## src/rtl/derivative_sched_pkg.sv

```systemverilog
// Shared definitions for the derivative scheduler: FSM state encoding,
// default scale constant and the channel-index width helper.
package derivative_pkg;

    // FSM state encoding (legacy-compatible constants)
    typedef logic [1:0] state_t;
    localparam state_t S_IDLE = 2'd0;
    localparam state_t S_SUB  = 2'd1;
    localparam state_t S_MUL  = 2'd2;
    localparam state_t S_OUT  = 2'd3;

    // Default multiplier applied to every channel difference
    localparam logic [7:0] DEFAULT_SCALE = 8'd180;

    // Width of a channel index; never narrower than one bit
    function automatic int ch_width(input int n);
        if (n <= 1) begin
            return 1;
        end else begin
            return $clog2(n);
        end
    endfunction

endpackage

```

## src/rtl/derivative_sched_if.sv

```systemverilog
// Requester/consumer bundle of the derivative scheduler.
// master: sample sources and result consumers; slave: the scheduler itself.
interface derivative_sched_if #(
    parameter int NCH   = 4,
    parameter int Nbits = 2,
    parameter int Obits = 9
);
    localparam int CW = derivative_pkg::ch_width(NCH);

    logic [NCH-1:0]           req;
    logic [NCH*(Nbits+1)-1:0] sample_in;
    logic [NCH-1:0]           grant;
    logic                     busy;
    logic                     out_valid;
    logic [CW-1:0]            out_ch;
    logic [Obits:0]           out_der;

    modport master (
        output req, sample_in,
        input  grant, busy, out_valid, out_ch, out_der
    );

    modport slave (
        input  req, sample_in,
        output grant, busy, out_valid, out_ch, out_der
    );

endinterface

```

## src/rtl/derivative_sched_rr_arbiter.sv

```systemverilog
// Combinational round-robin arbiter: grants the first requesting channel
// at or after ptr_i, wrapping around. Outputs are zero when nobody requests.
module rr_arbiter
    import derivative_pkg::*;
#(
    parameter  int NCH = 4,
    localparam int CW  = ch_width(NCH)
) (
    input  logic [NCH-1:0] req_i,
    input  logic [CW-1:0]  ptr_i,
    output logic [NCH-1:0] grant_o,
    output logic [CW-1:0]  idx_o
);

    // Scan channels starting at the pointer; first hit wins
    always_comb begin
        logic          found;
        int            cand;
        logic [CW-1:0] cand_idx;
        grant_o  = '0;
        idx_o    = '0;
        found    = 1'b0;
        cand     = 0;
        cand_idx = '0;
        for (int off = 0; off < NCH; off++) begin
            cand = int'(ptr_i) + off;
            if (cand >= NCH) begin
                cand = cand - NCH;
            end else begin
                cand = cand;
            end
            cand_idx = CW'(cand);
            if (!found && req_i[cand_idx]) begin
                found             = 1'b1;
                grant_o[cand_idx] = 1'b1;
                idx_o             = cand_idx;
            end else begin
                found = found;
            end
        end
    end

endmodule

```

## src/rtl/derivative_sched.sv

```systemverilog
// Time-multiplexed center-derivative engine: one round-robin-granted channel
// at a time runs IDLE -> SUB -> MUL -> OUT (grant at T, result at T+3).
// Optional build macro DER_SATURATE_EN: clamp out_der to all ones on
// product overflow instead of dropping the upper bits.
module derivative_sched
    import derivative_pkg::*;
#(
    parameter int         NCH   = 4,
    parameter int         Nbits = 2,
    parameter int         Obits = 9,
    parameter logic [7:0] SCALE = DEFAULT_SCALE
) (
    input  logic                clk,
    input  logic                rst_n,
    derivative_sched_if.slave   bus
);

    localparam int SW = Nbits + 1;              // sample width
    localparam int OW = Obits + 1;              // output width
    localparam int PW = Nbits + 9;              // full product width
    localparam int MW = (PW > OW) ? PW : OW;    // common compare width
    localparam int CW = ch_width(NCH);

    state_t         state_q, state_d;
    logic [CW-1:0]  ptr_q;
    logic [CW-1:0]  ch_q;
    logic [SW-1:0]  cur_q;
    logic [SW-1:0]  diff_q;
    logic [SW-1:0]  prev_q [NCH];
    logic           out_valid_q;
    logic [CW-1:0]  out_ch_q;
    logic [OW-1:0]  out_der_q;

    logic [NCH-1:0] arb_grant_s;
    logic [CW-1:0]  arb_idx_s;
    logic           any_req_s;
    logic [SW-1:0]  sel_sample_s;
    logic [PW-1:0]  prod_full_s;
    logic [OW-1:0]  prod_s;

    rr_arbiter #(.NCH(NCH)) u_arb (
        .req_i   (bus.req),
        .ptr_i   (ptr_q),
        .grant_o (arb_grant_s),
        .idx_o   (arb_idx_s)
    );

    assign any_req_s = |bus.req;

    // Sample of the channel the arbiter currently selects
    always_comb begin
        sel_sample_s = '0;
        for (int i = 0; i < NCH; i++) begin
            if (arb_idx_s == CW'(i)) begin
                sel_sample_s = bus.sample_in[i*SW +: SW];
            end else begin
                sel_sample_s = sel_sample_s;
            end
        end
    end

    // Full-width product of the registered difference and the scale
    assign prod_full_s = PW'(diff_q) * PW'(SCALE);

`ifdef DER_SATURATE_EN
    localparam logic [MW-1:0] OMAX_EXT = MW'({OW{1'b1}});
    assign prod_s = (MW'(prod_full_s) > OMAX_EXT) ? {OW{1'b1}} : OW'(prod_full_s);
`else
    assign prod_s = OW'(prod_full_s);
`endif

    // Next-state logic; req only matters while IDLE
    always_comb begin
        state_d = state_q;
        case (state_q)
            S_IDLE: begin
                if (any_req_s) begin
                    state_d = S_SUB;
                end else begin
                    state_d = S_IDLE;
                end
            end
            S_SUB:   state_d = S_MUL;
            S_MUL:   state_d = S_OUT;
            S_OUT:   state_d = S_IDLE;
            default: state_d = S_IDLE;
        endcase
    end

    // State register
    always_ff @(posedge clk or negedge rst_n) begin
        if (!rst_n) begin
            state_q <= S_IDLE;
        end else begin
            state_q <= state_d;
        end
    end

    // Capture granted sample and channel in the IDLE grant cycle
    always_ff @(posedge clk or negedge rst_n) begin
        if (!rst_n) begin
            cur_q <= '0;
            ch_q  <= '0;
        end else if (state_q == S_IDLE && any_req_s) begin
            cur_q <= sel_sample_s;
            ch_q  <= arb_idx_s;
        end else begin
            cur_q <= cur_q;
            ch_q  <= ch_q;
        end
    end

    // SUB stage: wrapping difference and round-robin pointer advance
    always_ff @(posedge clk or negedge rst_n) begin
        if (!rst_n) begin
            diff_q <= '0;
            ptr_q  <= '0;
        end else if (state_q == S_SUB) begin
            diff_q <= cur_q - prev_q[ch_q];
            if (ch_q == CW'(NCH - 1)) begin
                ptr_q <= '0;
            end else begin
                ptr_q <= ch_q + CW'(1);
            end
        end else begin
            diff_q <= diff_q;
            ptr_q  <= ptr_q;
        end
    end

    // Per-channel previous-sample storage, updated in SUB
    always_ff @(posedge clk or negedge rst_n) begin
        if (!rst_n) begin
            for (int i = 0; i < NCH; i++) begin
                prev_q[i] <= '0;
            end
        end else if (state_q == S_SUB) begin
            prev_q[ch_q] <= cur_q;
        end else begin
            prev_q <= prev_q;
        end
    end

    // The product is registered straight into the output register so that
    // out_der/out_ch are already valid during the OUT cycle with out_valid.
    always_ff @(posedge clk or negedge rst_n) begin
        if (!rst_n) begin
            out_valid_q <= 1'b0;
            out_ch_q    <= '0;
            out_der_q   <= '0;
        end else if (state_q == S_MUL) begin
            out_valid_q <= 1'b1;
            out_ch_q    <= ch_q;
            out_der_q   <= prod_s;
        end else begin
            out_valid_q <= 1'b0;
            out_ch_q    <= out_ch_q;
            out_der_q   <= out_der_q;
        end
    end

    assign bus.grant     = (state_q == S_IDLE) ? arb_grant_s : '0;
    assign bus.busy      = (state_q != S_IDLE);
    assign bus.out_valid = out_valid_q;
    assign bus.out_ch    = out_ch_q;
    assign bus.out_der   = out_der_q;

endmodule

```

## src/flat_wrapper.sv

```systemverilog
// flat-port wrapper written by rule: the top's interface ports become plain ports
module derivative_sched_flat import derivative_pkg::*;
#(
    parameter int         NCH   = 4,
    parameter int         Nbits = 2,
    parameter int         Obits = 9,
    parameter logic [7:0] SCALE = DEFAULT_SCALE
)
  (clk, rst_n, bus_req, bus_sample_in, bus_grant, bus_busy, bus_out_valid, bus_out_ch, bus_out_der);
  derivative_sched_if #(.NCH(NCH), .Nbits(Nbits), .Obits(Obits)) bus_i ();
  input  logic clk;
  input  logic rst_n;
  input wire logic [$bits(bus_i.req)-1:0] bus_req;
  input wire logic [$bits(bus_i.sample_in)-1:0] bus_sample_in;
  output wire logic [$bits(bus_i.grant)-1:0] bus_grant;
  output wire logic [$bits(bus_i.busy)-1:0] bus_busy;
  output wire logic [$bits(bus_i.out_valid)-1:0] bus_out_valid;
  output wire logic [$bits(bus_i.out_ch)-1:0] bus_out_ch;
  output wire logic [$bits(bus_i.out_der)-1:0] bus_out_der;
  assign bus_i.req = bus_req;
  assign bus_i.sample_in = bus_sample_in;
  assign bus_grant = bus_i.grant;
  assign bus_busy = bus_i.busy;
  assign bus_out_valid = bus_i.out_valid;
  assign bus_out_ch = bus_i.out_ch;
  assign bus_out_der = bus_i.out_der;
  derivative_sched #(.NCH(NCH), .Nbits(Nbits), .Obits(Obits), .SCALE(SCALE)) u_core (.clk(clk), .rst_n(rst_n), .bus(bus_i));
endmodule
```

## config.mk

```make
export PLATFORM = sky130hd
export DESIGN_NAME = derivative_sched_flat
export DESIGN_NICKNAME = d
export VERILOG_FILES = /design/src/rtl/derivative_sched_pkg.sv /design/src/rtl/derivative_sched_if.sv /design/src/rtl/derivative_sched_rr_arbiter.sv /design/src/rtl/derivative_sched.sv /design/src/flat_wrapper.sv
export SDC_FILE = /design/constraint.sdc
export NUM_CORES = 1
export LEC_CHECK = 0
export ABC_AREA = 1
export ABC_CLOCK_PERIOD_IN_PS = 2600
export CAP_MARGIN = 20
export CORE_ASPECT_RATIO = 0.75
export CORE_MARGIN = 2
export CORE_UTILIZATION = 40
export DETAILED_ROUTE_END_ITERATION = 8
export PLACE_DENSITY = 0.63
export SETUP_SLACK_MARGIN = 0.5
export SLEW_MARGIN = 20
export SYNTH_ARGS = -nofsm -noshare
export SYNTH_HDL_FRONTEND = slang
export SYNTH_SLANG_ARGS = --single-unit
```

## constraint.sdc

```tcl
create_clock -name clk -period 2.6 [get_ports clk]
set_input_delay 0.52 -clock clk [delete_from_list [all_inputs] [get_ports clk]]
set_output_delay 0.52 -clock clk [all_outputs]
set_load 0.05 [all_outputs]
```

# After elaboration in Yosys (flattened, before gate mapping)
# Cells that the tools add are included.
totals:
  wordCells: 109
  ff_bits: 35
  inputBits: 18
  out_inout_bits: 18
op_classes:
  bitwise_logic: 4
  n_mux: 46
  n_lt_le_gt_ge: 14
  n_reduce_logical: 16
  n_eq_ne: 7
  n_addsub: 9
  mul: 1
op_table:
  columns: ["cell", "count"]
  rows:
  - ["3-bit two-way mux", 7]
  - ["4-bit two-way mux", 5]
  - ["2-bit two-way mux", 9]
  - ["1-bit two-way mux", 13]
  - ["12-bit bitwise mux", 1]
  - ["3-bit >= comparator (second input constant)", 4]
  - ["2-bit by 3-bit < comparator with 1-bit output (second input constant)", 4]
  - ["4-bit bitwise OR", 3]
  - ["2-bit equality test (second input constant)", 5]
  - ["1-bit logical AND", 9]
  - ["1-bit binary-select mux with 2-bit select", 4]
  - ["1-bit demux with 2-bit select", 4]
  - ["2-bit by 1-bit >= comparator with 1-bit output (second input constant)", 4]
  - ["3-bit by 6-bit multiplier with 8-bit output (second input constant)", 1]
  - ["2-bit one-hot mux with 4 select lines", 1]
  - ["2-bit by 1-bit subtractor with 2-bit output (second input constant)", 4]
  - ["2-bit by 2-bit adder with 3-bit output (second input constant)", 2]
  - ["3-bit binary-select mux with 2-bit select", 1]
  - ["3-bit demux with 2-bit select", 1]
  - ["2-bit by 1-bit equality test with 1-bit output (second input constant)", 2]
  - ["2-bit zero test", 2]
  - ["4-bit OR reduction", 1]
  - ["2-bit by 1-bit adder with 3-bit output (second input constant)", 1]
  - ["2-bit by 3-bit >= comparator with 1-bit output (second input constant)", 1]
  - ["other kinds (6)", 8]

# Longest topological paths before layout
logic_depth:
  depth_word: 19
  mapped_depth: 14
  mapped_depth_nobuf: 14

# By module
# A second synthesis with hierarchy kept.
hier_totals:
  hier_cells: 298
  hier_area_um2: 2336.0
by_module_without_submodules:
  columns: ["module", "area_each_um2", "seq_area_each_um2", "cells_each", "instances"]
  rows:
  - ["derivative_sched", 1896.8, 875.8, 225, 1]
  - ["rr_arbiter", 439.2, 0.0, 73, 1]

# Least setup slack after synthesis
# Ideal clock, no wire load.
synth_path:
  path_type: "register to output"
  from: "reg u_core.ptr_q[0]"
  to: "out bus_grant[2]"
  path_buffers: 0
  slack_ns: -0.025
  arrival_ns: 2.105
  stages_incl_launch_ff: 11
  required_ns: 2.080
  path_cell_list: "dfrtp_1 inv_2 ha_1 inv_1 nand3_2 nand2_4 nand3_2 inv_1 nand3_1 a31o_2 inv_1"
synth_between:
  elab_chain_len: 15
  elab_cells_between_ends: 60
  classes_between: "add/sub (7); order compare (12); mux (28); bitwise (3); reduce/logical (10)"
synth_rtl:
  columns: ["element", "line", "text"]
  rows:
  - ["start, declared", "derivative_sched.sv:25", "logic [CW-1:0] ptr_q;"]
  - ["start signal, assigned", "derivative_sched.sv:123", "ptr_q <= ch_q + CW'(1);"]
  - ["start signal, assigned", "derivative_sched.sv:127", "ptr_q <= ptr_q;"]
  - ["parallel branches: the longest is 13 deep, another holds 2-bit by 1-bit adder with 3-bit output", null, null]
  - ["4-bit two-way mux *", "derivative_sched_rr_arbiter.sv:33", "if (!found && req_i[cand_idx]) begin"]
  - ["4-bit two-way mux *", "derivative_sched.sv:162", "assign bus.grant = (state_q == S_IDLE) ? arb_grant_s : '0;"]
  - ["end, declared", "flat_wrapper.sv:15", "output wire logic [$bits(bus_i.grant)-1:0] bus_grant;"]
# Mark *: on every way between the ends. The select of a mux whose other input is x is not followed.

# Worst setup path in the final report
# Same ends and word-level chain as after synthesis.

==> impl_metrics.py <==
metrics = {
    "clocking": {
        "htree_levels": 2,
        "numCtsBuffers": 5,
        "cts_buffer_depth": 2,
        "clk_latency_ns": 0.29,
        "cts.sinks": 35,
        "cts_tree": "built",
        "hold_buffers": 0,
        "cts_root_buffer": "clkbuf_8",
        "path_clk_slew_ns": 0.07,
    },
    "logic_synthesis": {
        "syn_avg_cell_area_um2": 8.16,
        "synth_seq_cells": 35,
        "ys_warn_count": 0,
        "synth_area_mm2": 0.00235,
        "netlist_instances": 288,
        "yosysSeqAreaShare_pct": 37.3,
        "synth_cell_types": 31,
    },
    "sta": {
        "rsz0062_at_grt": "yes",
        "finalCritPeriodShare_pct": 96.9,
        "setup_viol": 0,
        "finalClockSkew_ns": 0.00707,
        "layout_setup_ws_ns": 0.0798,
        "report.final.slew_viol_count": 0,
        "timing.fmax_mhz": 397,
        "fin_crit_ns": 2.52,
        "worst_slew_pin_slew_ns": 0.520,
        "hold_violations": 0,
        "whs_ns": 0.472,
        "timing.slew.headroom_pct": 65.0,
    },
    "layout": {
        "layout_commonest_cell": "nand2_1",
        "drive_gt1_share_pct": 25.3,
        "multi_input_area_mm2": 0.00141,
        "areaGrowthSynthToFinish_pct": 36.3,
        "finalCoreUtilization_pct": 55.8,
        "fill_cells": 531,
        "layout_common_cells": "nand2_1 (78), o21ai_0 (30), dfrtp_1 (29), clkdlybuf4s50_1 (24)",
        "antenna_cells": 0,
        "nets": 395,
        "regArea_um2": 883,
    },
    "placement": {
        "hpwl_um": 3630,
        "io_buffer_count": 33,
        "routabilityCongestion": 0.866,
        "detailedPlace.worstSlack_ns": -0.0449,
    },
    "routing": {
        "drcViolationCount": 0,
        "dr_total_vias": 2078,
        "wl_per_cell_um": 11.8,
        "totalWireLength_um": 5080,
        "vias_per_cell": 4.83,
        "drt_iter0_drc": 114,
        "first_pass_iters": 4,
        "ant_nets": 0,
    },
    "die": {
        "dieArea_mm2": 0.00651,
        "row_count": 24,
        "fp.coreArea_mm2": 0.00574,
        "ios": 36,
        "die_w_um": 92.5,
        "die_h_um": 70.4,
        "start_util_pct": 41.0,
    },
    "global_route": {
        "grt_pass1_vias": 1953,
        "track_usage_pct": 16.6,
        "grt_start_max_net_pins": 36,
        "grt_pass1_wl_um": 8680,
        "grt_overflow": 0,
        "antenna_found_initial": 0,
    },
    "setup_path": {
        "critPathRequiredTime_ns": 2.08,
        "path_max_fanout": 5,
        "crit_chain": "inv_6 > ha_4 > inv_2 > nand3_2 > nand2_4 > inv_2 > nor2_4 > nand3_2 > a31o_2 > clkinvlp_4 > buf_12",
        "slowest_delay_ns": 0.44,
        "arrival_ns": 2.00,
        "critPathKind": "reg -> out",
        "slowest_stage": "dfrtp_2",
        "cp-end-kind": "output port",
        "startpoint_type": "register",
    },
    "min_path": {
        "hold_class": "reg -> reg",
    },
    "flow_run": {
        "cap_violations": 0,
    },
    "run_status": {
        "outcome": "complete, no violations",
    },
}
-- flip-flops by register name, indices dropped and copies added, names as in the netlist --
| register | flops |
|---|---|
| u_core.bus.out_ch | 2 |
| u_core.bus.out_der | 8 |
| u_core.bus.out_valid | 1 |
| u_core.ch_q | 2 |
| u_core.cur_q | 3 |
| u_core.diff_q | 3 |
| u_core.prev_q | 12 |
| u_core.ptr_q | 2 |
| u_core.state_q | 2 |
-- worst max-delay path, delay by kind of cell (launching register included) --
kind	cells	cell delay, ns
AND/OR/NAND/NOR	4	0.44
adder cells (fa/ha/maj)	1	0.21
flip-flops	1	0.44
AO/OA/AOI/OAI	1	0.22
buffers and inverters	5	0.42
-- cell type report --
cell class | instances | area share [%]
clock buffers | 7 | 3.01
clock inverters | 1 | 0.234
inverters | 35 | 4.81
multi-input cells | 216 | 44.0
flip-flops and latches | 35 | 27.6
well taps | 78 | 3.05
repair buffers | 58 | 17.4
-- through the flow --
stage	cell area [µm²]	setup TNS, ns	cells
2_1_floorplan	2400	0	289
3_3_place_gp	2920	0	406
3_5_place_dp	2920	-0.132	406
4_1_cts	3120	0	425
5_1_grt	3200	0	430
6_report	3200	0	430
-- path summary, 6_finish.rpt --
kind	startpoint	end	slack (ns)	cells after the start
worst max-delay path	u_core.ptr_q[0]	bus_grant[2]	0.08	11
worst min-delay path	u_core.bus.out_der[4]	u_core.bus.out_der[4]	0.47	2
worst max register to register	u_core.ptr_q[0]	u_core.cur_q[0]	0.42	17
worst min register to register	u_core.bus.out_der[4]	u_core.bus.out_der[4]	0.47	2
max in group asynchronous	rst_n	u_core.ch_q[1]	1.61	2
min in group asynchronous	rst_n	u_core.bus.out_der[6]	0.64	2
-- cells in the mapped netlist --
cell type	n	share of area [%]
nand4_1	6	1.6
o21ai_0	31	6.6
nor2_8	1	0.85
nand4_4	1	0.91
a31o_2	1	0.37
dfrtp_1	35	37
or2_2	1	0.27
xnor2_1	3	1.1
fa_1	2	1.7
nand2_2	6	1.6
nor4_1	1	0.27
nor2_2	1	0.27
nand3b_1	4	1.3
o21bai_1	2	0.64
clkinv_1	1	0.16
nand3_1	15	3.2
buf_4	2	0.64
a21oi_1	2	0.43
nand2_4	3	1.4
inv_2	4	0.64
nand2_1	82	13
o22ai_1	3	0.80
a22oi_1	2	0.64
ha_1	24	13
nor2_4	2	0.96
nor2_1	12	1.9
nand3_2	6	2.6
xor2_1	2	0.75
clkbuf_1	2	0.32
conb_1	1	0.16
inv_1	30	4.8
-- repair_timing --
action	CTS	global route
resized for setup	13	15
setup endpoints to repair	6	10
gates cloned	0	1
pin swaps	3	5
buffers inserted	11	4
-- routing by layer --
| metal | GRT usage [%] | part of all wire (%) |
|---|---|---|
| met5 | 0 | 0 |
| met4 | 5.64 | 2.0 |
| met3 | 3.67 | 4.3 |
| met1 | 23.7 | 51 |
| met2 | 24.9 | 42 |
-- cells by family (layout without fill, tap and decap cells) --
| group | Yosys count | count (layout) | synth area share [%] |
|---|---|---|---|
| xor+xnor | 5 | 5 | 1.86 |
| other cells | 1 | 2 | 0.160 |
| simple gates | 141 | 142 | 30.2 |
| flops | 35 | 35 | 37.3 |
| compound gates | 41 | 41 | 9.48 |
| buf+inv | 39 | 101 | 6.55 |
| fa+ha+maj | 26 | 26 | 14.5 |
Power is left out: the tool's default activity adds up to more than one toggle a clock period on the data nets, which glitch-free logic cannot reach.
